<file path="src/rtl/mips_pkg.sv">
// Shared MIPS encodings: opcodes, R-type funct codes, ALU operation codes and
// the multi-cycle sequencer state enum.
package mips_pkg;

  localparam logic [5:0] OP_RTYPE = 6'b000000;
  localparam logic [5:0] OP_LW    = 6'b100011;
  localparam logic [5:0] OP_SW    = 6'b101011;
  localparam logic [5:0] OP_BEQ   = 6'b000100;
  localparam logic [5:0] OP_J     = 6'b000010;
  localparam logic [5:0] OP_ADDI  = 6'b001000;
  localparam logic [5:0] OP_ORI   = 6'b001101;

  localparam logic [5:0] FN_ADD = 6'b100000;
  localparam logic [5:0] FN_SUB = 6'b100010;
  localparam logic [5:0] FN_AND = 6'b100100;
  localparam logic [5:0] FN_OR  = 6'b100101;
  localparam logic [5:0] FN_SLT = 6'b101010;
  localparam logic [5:0] FN_SLL = 6'b000000;
  localparam logic [5:0] FN_SRL = 6'b000010;

  localparam logic [4:0] ALU_ADD = 5'd0;
  localparam logic [4:0] ALU_SUB = 5'd1;
  localparam logic [4:0] ALU_AND = 5'd2;
  localparam logic [4:0] ALU_OR  = 5'd3;
  localparam logic [4:0] ALU_SLT = 5'd4;
  localparam logic [4:0] ALU_SLL = 5'd5;
  localparam logic [4:0] ALU_SRL = 5'd6;

  typedef enum logic [2:0] {
    S_IF  = 3'd0,
    S_ID  = 3'd1,
    S_EX  = 3'd2,
    S_MEM = 3'd3,
    S_WB  = 3'd4,
    S_EXC = 3'd5
  } state_t;

endpackage

</file>
<file path="src/rtl/multicycle_control_alu_decode.sv">
// Combinational decode of the latched op/funct into ALU controls and an
// illegal-instruction flag.
module alu_decode
  import mips_pkg::*;
(
  input  logic [5:0] op,
  input  logic [5:0] funct,
  output logic [4:0] aluctr,
  output logic       alu_src,
  output logic       ext_op,
  output logic       illegal
);

  always_comb begin
    aluctr  = ALU_ADD;
    alu_src = 1'b0;
    ext_op  = 1'b0;
    illegal = 1'b0;
    case (op)
      OP_RTYPE: begin
        case (funct)
          FN_ADD:  aluctr = ALU_ADD;
          FN_SUB:  aluctr = ALU_SUB;
          FN_AND:  aluctr = ALU_AND;
          FN_OR:   aluctr = ALU_OR;
          FN_SLT:  aluctr = ALU_SLT;
          FN_SLL:  aluctr = ALU_SLL;
          FN_SRL:  aluctr = ALU_SRL;
          default: illegal = 1'b1;
        endcase
      end
      OP_LW, OP_SW, OP_ADDI: begin
        alu_src = 1'b1;
        ext_op  = 1'b1;
      end
      OP_BEQ: begin
        aluctr = ALU_SUB;
        ext_op = 1'b1;
      end
      OP_J: begin
        aluctr = ALU_ADD;
      end
      OP_ORI: begin
        aluctr  = ALU_OR;
        alu_src = 1'b1;
      end
      default: illegal = 1'b1;
    endcase
  end

endmodule

</file>
<file path="src/rtl/multicycle_control.sv">
// Multi-cycle MIPS sequencer (IF/ID/EX/MEM/WB) with a MEM-stage ack stall.
// Define OVF_TRAP_EN to add the EXC state for overflow and illegal instructions.
module multicycle_control
  import mips_pkg::*;
(
  input  logic       clk,
  input  logic       rst,
  input  logic [5:0] op,
  input  logic [5:0] funct,
  input  logic       zero,
  input  logic       ovf,
  input  logic       mem_ack,
  output logic       pc_wr,
  output logic       ir_wr,
  output logic       branch,
  output logic       jump,
  output logic       reg_dst,
  output logic       reg_wr,
  output logic       mem_req,
  output logic       mem_wr,
  output logic       mem_to_reg,
  output logic       alu_src,
  output logic       ext_op,
  output logic [4:0] aluctr,
  output logic [2:0] state,
  output logic       exc
);

  state_t     st;
  logic       run;
  logic [5:0] op_q;
  logic [5:0] funct_q;
  logic [4:0] dec_alu;
  logic       dec_src;
  logic       dec_ext;
  logic       dec_ill;

  alu_decode u_alu_decode (
    .op      (op_q),
    .funct   (funct_q),
    .aluctr  (dec_alu),
    .alu_src (dec_src),
    .ext_op  (dec_ext),
    .illegal (dec_ill)
  );

  logic is_r, is_lw, is_sw, is_beq, is_j;
  assign is_r   = (op_q == OP_RTYPE);
  assign is_lw  = (op_q == OP_LW);
  assign is_sw  = (op_q == OP_SW);
  assign is_beq = (op_q == OP_BEQ);
  assign is_j   = (op_q == OP_J);

`ifdef OVF_TRAP_EN
  localparam state_t ILL_NEXT = S_EXC;
  logic ovf_chk;
  assign ovf_chk = (op_q == OP_ADDI) ||
                   (is_r && (funct_q == FN_ADD || funct_q == FN_SUB));
`else
  localparam state_t ILL_NEXT = S_IF;
  logic unused_ovf;
  assign unused_ovf = ovf;
`endif

  // run holds outputs low until the first edge after reset release, so that
  // edge opens the first real IF cycle.
  always_ff @(posedge clk or posedge rst) begin
    if (rst) begin
      st      <= S_IF;
      run     <= 1'b0;
      op_q    <= 6'd0;
      funct_q <= 6'd0;
    end else if (!run) begin
      run <= 1'b1;
    end else begin
      case (st)
        S_IF: begin
          op_q    <= op;
          funct_q <= funct;
          st      <= S_ID;
        end
        S_ID: begin
          if (is_j)         st <= S_IF;
          else if (dec_ill) st <= ILL_NEXT;
          else              st <= S_EX;
        end
        S_EX: begin
          if (is_beq)              st <= S_IF;
          else if (is_lw || is_sw) st <= S_MEM;
          else                     st <= S_WB;
`ifdef OVF_TRAP_EN
          if (ovf && ovf_chk) st <= S_EXC;
`endif
        end
        S_MEM: begin
          if (mem_ack) st <= is_sw ? S_IF : S_WB;
        end
        default: st <= S_IF;
      endcase
    end
  end

  assign state = st;

  always_comb begin
    pc_wr      = 1'b0;
    ir_wr      = 1'b0;
    branch     = 1'b0;
    jump       = 1'b0;
    reg_dst    = 1'b0;
    reg_wr     = 1'b0;
    mem_req    = 1'b0;
    mem_wr     = 1'b0;
    mem_to_reg = 1'b0;
    alu_src    = 1'b0;
    ext_op     = 1'b0;
    aluctr     = ALU_ADD;
    exc        = 1'b0;
    if (run) begin
      case (st)
        S_IF: begin
          pc_wr = 1'b1;
          ir_wr = 1'b1;
        end
        S_ID: begin
          pc_wr = is_j;
          jump  = is_j;
        end
        S_EX: begin
          aluctr  = dec_alu;
          alu_src = dec_src;
          ext_op  = dec_ext;
          branch  = is_beq;
          pc_wr   = is_beq & zero;
        end
        S_MEM: begin
          aluctr  = dec_alu;
          alu_src = dec_src;
          ext_op  = dec_ext;
          mem_req = 1'b1;
          mem_wr  = is_sw;
        end
        S_WB: begin
          aluctr     = dec_alu;
          alu_src    = dec_src;
          ext_op     = dec_ext;
          reg_wr     = 1'b1;
          reg_dst    = is_r;
          mem_to_reg = is_lw;
        end
`ifdef OVF_TRAP_EN
        S_EXC: exc = 1'b1;
`endif
        default: ;
      endcase
    end
  end

endmodule
</file>
<file path="config.mk">
export PLATFORM = sky130hd
export DESIGN_NAME = multicycle_control
export DESIGN_NICKNAME = d
export VERILOG_FILES = /design/src/rtl/mips_pkg.sv /design/src/rtl/multicycle_control_alu_decode.sv /design/src/rtl/multicycle_control.sv
export SDC_FILE = /design/constraint.sdc
export NUM_CORES = 1
export LEC_CHECK = 0
export CAP_MARGIN = 20
export CORE_MARGIN = 2
export CORE_UTILIZATION = 45
export DETAILED_ROUTE_END_ITERATION = 16
export GPL_ROUTABILITY_DRIVEN = 0
export PLACE_DENSITY = 0.87
export SYNTH_ARGS = -nofsm -noshare
export SYNTH_HDL_FRONTEND = slang
export SYNTH_HIERARCHICAL = 1
export SYNTH_SLANG_ARGS = --single-unit
</file>
<file path="constraint.sdc">
create_clock -name clk -period 3.31 [get_ports clk]
set_clock_uncertainty 0.2 [all_clocks]
set_input_delay 0.331 -clock clk [delete_from_list [all_inputs] [get_ports clk]]
set_output_delay 0.331 -clock clk [all_outputs]
set_load 0.005 [all_outputs]
</file>
==> metrics.txt, run 1 <==
status finished clean; post-route clock period utilization 0.861; CTS root buf clkbuf_4; vias in the first global route 1085; Slew @ Worst Pin about 600 ps; worst min path class input pin to asynchronous set/reset pin; fraction of layout cells with a size suffix above 1 0.135; Total GRT Usage 0.196; Vert. Die Dim approximately 57 um; Post-CTS Setup Inserts 0; min Tclk post-route 2850 ps; cts repair resizes 0; Inst Count DP 190; Worst setup EP type output pin; Syn Inst Count roughly 140; final WL 2.83 mm; die area between 3000 and 4000 um2; Leak 0.598 nW; Arr. time, crit path 2320 ps; clk_lat worst skew 300 ps; DRT iter0 DRCs 27; Initial Util 0.463; peak supply drop roughly 0.57 mV; Ant. Diodes 0; Final Non-Filler Cells 194; H-tree depth 1; IO Pins 37; Final Max Tran Viols 0; Die X 56.6 um; IO Port Bufs 32; worst relative slew slack 0.597; area delta synth->final 24.9%; Max Cap Viol 0; commonest cells after routing, fill and taps aside clkdlybuf4s50_1, dfrtp_1, nand2_1, nor2_1, and2_1; cts hold-fix bufs 0; fin area between 1500 and 2000 um2; Clock Path Buffers 2; Setup Viol. Count Final 0; post-synthesis sequential area ratio 0.322; post-route setup slack 461 ps; vias per inst 5.68; Netlist cell types 43; global route overflow 0; core region area 2690 um2; Core Rows 19; placed instance area 1520 um2; DR pass1 iterations 4; setup TNS 0 ps; cell area power density 784 nW/um2; dpl hpwl 2.17 mm; Routed Antenna Nets 0; Worst setup SP type register; first-pass GRT wire length 4.96 mm; wire per inst 14.6 um; final hold violation count 0; worst path required time 2780 ps; Sink Count 16; largest net degree at the start of global routing 17; DRC Markers 0; RSZ-0062 raised after global routing no; Worst-path clk slew 100 ps; most used flip-flop cell after synthesis dfrtp_1; Async SR Flop Fraction 1.00; synthesized flop and latch total 16; Synth Area per Inst ~9.2 um2; Synth Warn # 6; Max Clock Freq between 300 and 400 MHz; CTS tree yes; CP Class register to output pin; Netlist Area Pre-Place 1240 um2; initial antenna violation count 0; vias 1102; most common cell after layout, fill and taps aside clkdlybuf4s50_1; Final #Nets 181; number of CTS-inserted buffers 3; Post-synth EDFFs 0; critical path peak fanout 12; pre-CTS WS 817 ps
final cells by class:
class	count	area [um2]
Clock buffer	4	36.3
Fill cell	230	1130
Inverter	3	11.3
Multi-Input combinational cell	107	741
Sequential cell	16	400
Tap cell	31	38.8
Timing Repair Buffer	33	328
synthesized netlist by cell type, drive strengths merged, types with 2 or more instances:
library cell   n  area share
nand2         12       0.036
conb           3      0.0090
nor4           4       0.032
nand2b         3       0.021
nor2          11       0.033
or3            3       0.015
nor4b          2       0.014
mux2          11        0.12
and2           8       0.040
nand3          7       0.028
a21o           3       0.018
nor2b          2       0.010
xnor2          2       0.014
nor3           6       0.033
dfrtp         16        0.32
a21oi          7       0.028
inv            3      0.0090
a221oi         2       0.014
o21ai          3       0.012
nand4          2       0.010
buf           11       0.077
state kept, by name, summed over array words and instances (netlist names):
name and count:
funct_q 6, op_q 6, run 1, state 3
metal layers:
| layer | up-vias | track usage | wire (um) |
|---|---|---|---|
| li1 | 534 | - | - |
| met1 | 535 | 0.242 | 1120 |
| met3 | 2 | 0.0507 | 130 |
| met5 | - | 0 | 0 |
| met4 | 0 | 0.0850 | 29 |
| met2 | 31 | 0.322 | 1550 |
per-stage QoR:
step	utilization	power (mW)	hold slack [ps]
2_1_floorplan	-	0.959	44.7
3_3_place_gp	0.565	1.04	347
3_5_place_dp	0.565	1.08	359
4_1_cts	0.579	1.22	210
5_1_grt	0.579	1.32	256
6_report	0.579	1.22	186
path summary, 6_finish.rpt:
path                            start    endpoint  slack (ps)  cells after the start
max                           op_q[0]   aluctr[2]         460                      5
min                               rst         run         190                      2
max reg2reg                   op_q[2]    state[1]        1130                      6
min reg2reg                funct_q[0]  funct_q[0]         390                      1
max in group asynchronous         rst  funct_q[1]        2330                      2
min in group clk           funct_q[0]  funct_q[0]         390                      1
power breakdown:
part | total [mW] | switching [mW] | internal [mW]
registers | 0.522 | 0.239 | 0.283
logic | 0.562 | 0.227 | 0.335
clock network | 0.136 | 0.0683 | 0.0672
cell families (layout without fill, tap and decap cells):
logic type | count (synthesis) | count (layout) | share of synthesized area
multiplexers | 11 | 11 | 0.121
adder cells (fa/ha/maj) | 1 | 1 | 0.00904
XOR/XNOR | 2 | 2 | 0.0141
flip-flops | 16 | 16 | 0.322
buffers and inverters | 14 | 40 | 0.0864
other | 3 | 4 | 0.00904
AO/OA/AOI/OAI | 24 | 24 | 0.133
AND/OR/NAND/NOR | 65 | 65 | 0.307
critical path, stage by stage, from the launching register on:
cell,delay [ps]
dfrtp_1,540
nor4_1,400
nand2_1,160
nor4b_1,250
and2_1,170
clkdlybuf4s50_1,500
Note: power is estimated with default switching activity, not from simulation.
==> run 2: changes to the inputs <==
--- a/config.mk
+++ b/config.mk
@@ -5,9 +5,9 @@
 export SDC_FILE = /design/constraint.sdc
 export NUM_CORES = 1
 export LEC_CHECK = 0
-export CAP_MARGIN = 20
 export CORE_MARGIN = 2
 export CORE_UTILIZATION = 45
+export CTS_BUF_LIST = sky130_fd_sc_hd__clkbuf_4 sky130_fd_sc_hd__clkbuf_8
 export DETAILED_ROUTE_END_ITERATION = 16
 export GPL_ROUTABILITY_DRIVEN = 0
 export PLACE_DENSITY = 0.87
==> constraint.sdc (replaced) <==
create_clock -name clk -period 3.31 [get_ports clk]
set_clock_uncertainty 0.2 [all_clocks]
set_input_delay 0.331 -clock clk [delete_from_list [all_inputs] [get_ports clk]]
set_output_delay 0.331 -clock clk [all_outputs]
set_load 0.01 [all_outputs]
==> run 2 against run 1 <==
Against the previous run:
- cell area stayed put
- via count increased by 1.9%
- maximum frequency shrank 1.3%
- combinational power up 3%
- clock power hardly changed
- global-route usage grew 0.25 points
- cell count unchanged
- register-to-register slack about the same
- critical path depth unchanged
- clock-buffer cell count is the same
- sequential power about the same
==> metrics.txt, run 2 (synthesized netlist as in run 1, its figures left out) <==
CP Class register to output pin; Leak 0.598 nW; Worst setup SP type register; Final Max Tran Viols 0; number of CTS-inserted buffers 3; critical path peak fanout 12; Finished Core Util 0.579; switch share 0.444; final WL ~2.9 mm; R2R cell count 6; first-pass GRT wire length 4.88 mm; Setup Viol. Count Final 0; portion of total power attributed to sequential cells 0.424; commonest cells after routing, fill and taps aside clkdlybuf4s50_1, dfrtp_1, nand2_1, nor2_1, and2_1; RR Startpoint op_q[3]; post-route clock period utilization 0.872; CP Cell Sequence nor4_1 > nand2_1 > nor4b_1 > and2_1 > clkdlybuf4s50_1; worst min path class input pin to asynchronous set/reset pin; CTS tree yes; Sink Count 16; Arr. time, crit path ~2400 ps; status finished clean; H-tree depth 1; peak supply drop 0.579 mV; Final #Nets 181; die area 3200 um2; Combinational Power Share 0.467; Core Rows 19; dpl hpwl 2.13 mm; Vert. Die Dim 56.6 um; clk_lat worst skew approximately 300 ps; FF-to-FF setup slack 1140 ps; initial antenna violation count 0; DRC Markers 0; Ant. Diodes 0; CTS root buf clkbuf_4; area delta synth->final 24.9%; IO Pins 37; final hold violation count 0; IO Port Bufs 32; vias around 1.1k; worst relative slew slack 0.590; Critical Path Slowest Stage Cell dfrtp_1; cts repair resizes 0; Net Sw Power about 0.55 mW; worst hold margin 203 ps; Fill cells roughly 230; most common cell after layout, fill and taps aside clkdlybuf4s50_1; wire per inst 14.8 um; cts hold-fix bufs 0; DRT iter0 DRCs 55; setup TNS 0 ps; vias per inst 5.79; cell area power density slightly below 800 nW/um2; Initial Util 0.463; Total GRT Usage 0.199; Clock Path Buffers 2; Max Clock Freq 347 MHz; Pint 0.686 mW; CP peak stage delay 550 ps; global route overflow 0; fraction of layout cells with a size suffix above 1 0.135; min Tclk post-route roughly 2900 ps; clock share of power 0.109; Routed Antenna Nets 0; worst path required time 2780 ps; Worst R2R End state[1]; Slew @ Worst Pin 614 ps; Post-CTS Setup Inserts 0; vias in the first global route between 1k and 1.5k; Worst-path clk slew ~100 ps; largest net degree at the start of global routing 17; Worst setup EP type output pin; total power between 1 and 1.5 mW; DR pass1 iterations 4; RSZ-0062 raised after global routing no; core region area 2690 um2; Die X roughly 57 um; Max Cap Viol 0
-- run 2: cell counts in the layout (fill, tap and decap cells not counted) --
Identical to the previous run, type by type.
-- run 2: final cells by class --
class | instances | area, um2 | area share
repair buffers | 33 | 328 | 0.211
flip-flops and latches | 16 | 400 | 0.257
inverters | 3 | 11.3 | 0.00724
clock buffers | 4 | 36.3 | 0.0233
multi-input cells | 107 | 741 | 0.476
well taps | 31 | 38.8 | 0.0249
-- run 2: per-layer routing --
metal | up-vias | global-route usage | wire [um]
li1 | 539 | - | -
met1 | 527 | 0.252 | 1140
met2 | 46 | 0.299 | 1490
met3 | 11 | 0.0415 | 167
met4 | 0 | 0.139 | 68
met5 | - | 0 | 0
-- run 2: critical path, delay by kind of cell (launching register included) --
family	cells	cell delay, ps
buffers and inverters	1	530
DFF	1	550
and+or+nand+nor	4	990
-- run 2: power groups by stage --
stage	Sequential, mW	Combinational [mW]	Clock [mW]
after detailed placement	0.521	0.571	0
after CTS	0.517	0.575	0.137
after floorplan	0.409	0.563	0
after global placement	0.507	0.547	0
final	0.523	0.577	0.135
after global routing	0.549	0.630	0.148
-- run 2: stage by stage --
step | cells | area, um2 | worst slack [ps]
6_report | 194 | 1560 | 425
5_1_grt | 194 | 1560 | 198
4_1_cts | 194 | 1560 | 438
3_5_place_dp | 190 | 1520 | 775
3_3_place_gp | 190 | 1520 | 818
2_1_floorplan | 137 | 1250 | 1320
-- run 2: how the worst max path moves through the flow --
stage	to	startpoint	slack, ps
2_1_floorplan	state[1]	op_q[3]	1320
3_3_place_gp	aluctr[2]	op_q[0]	820
3_5_place_dp	aluctr[2]	op_q[0]	780
4_1_cts	aluctr[2]	op_q[0]	440
5_1_grt	aluctr[2]	op_q[0]	200
6_report	aluctr[2]	op_q[0]	430
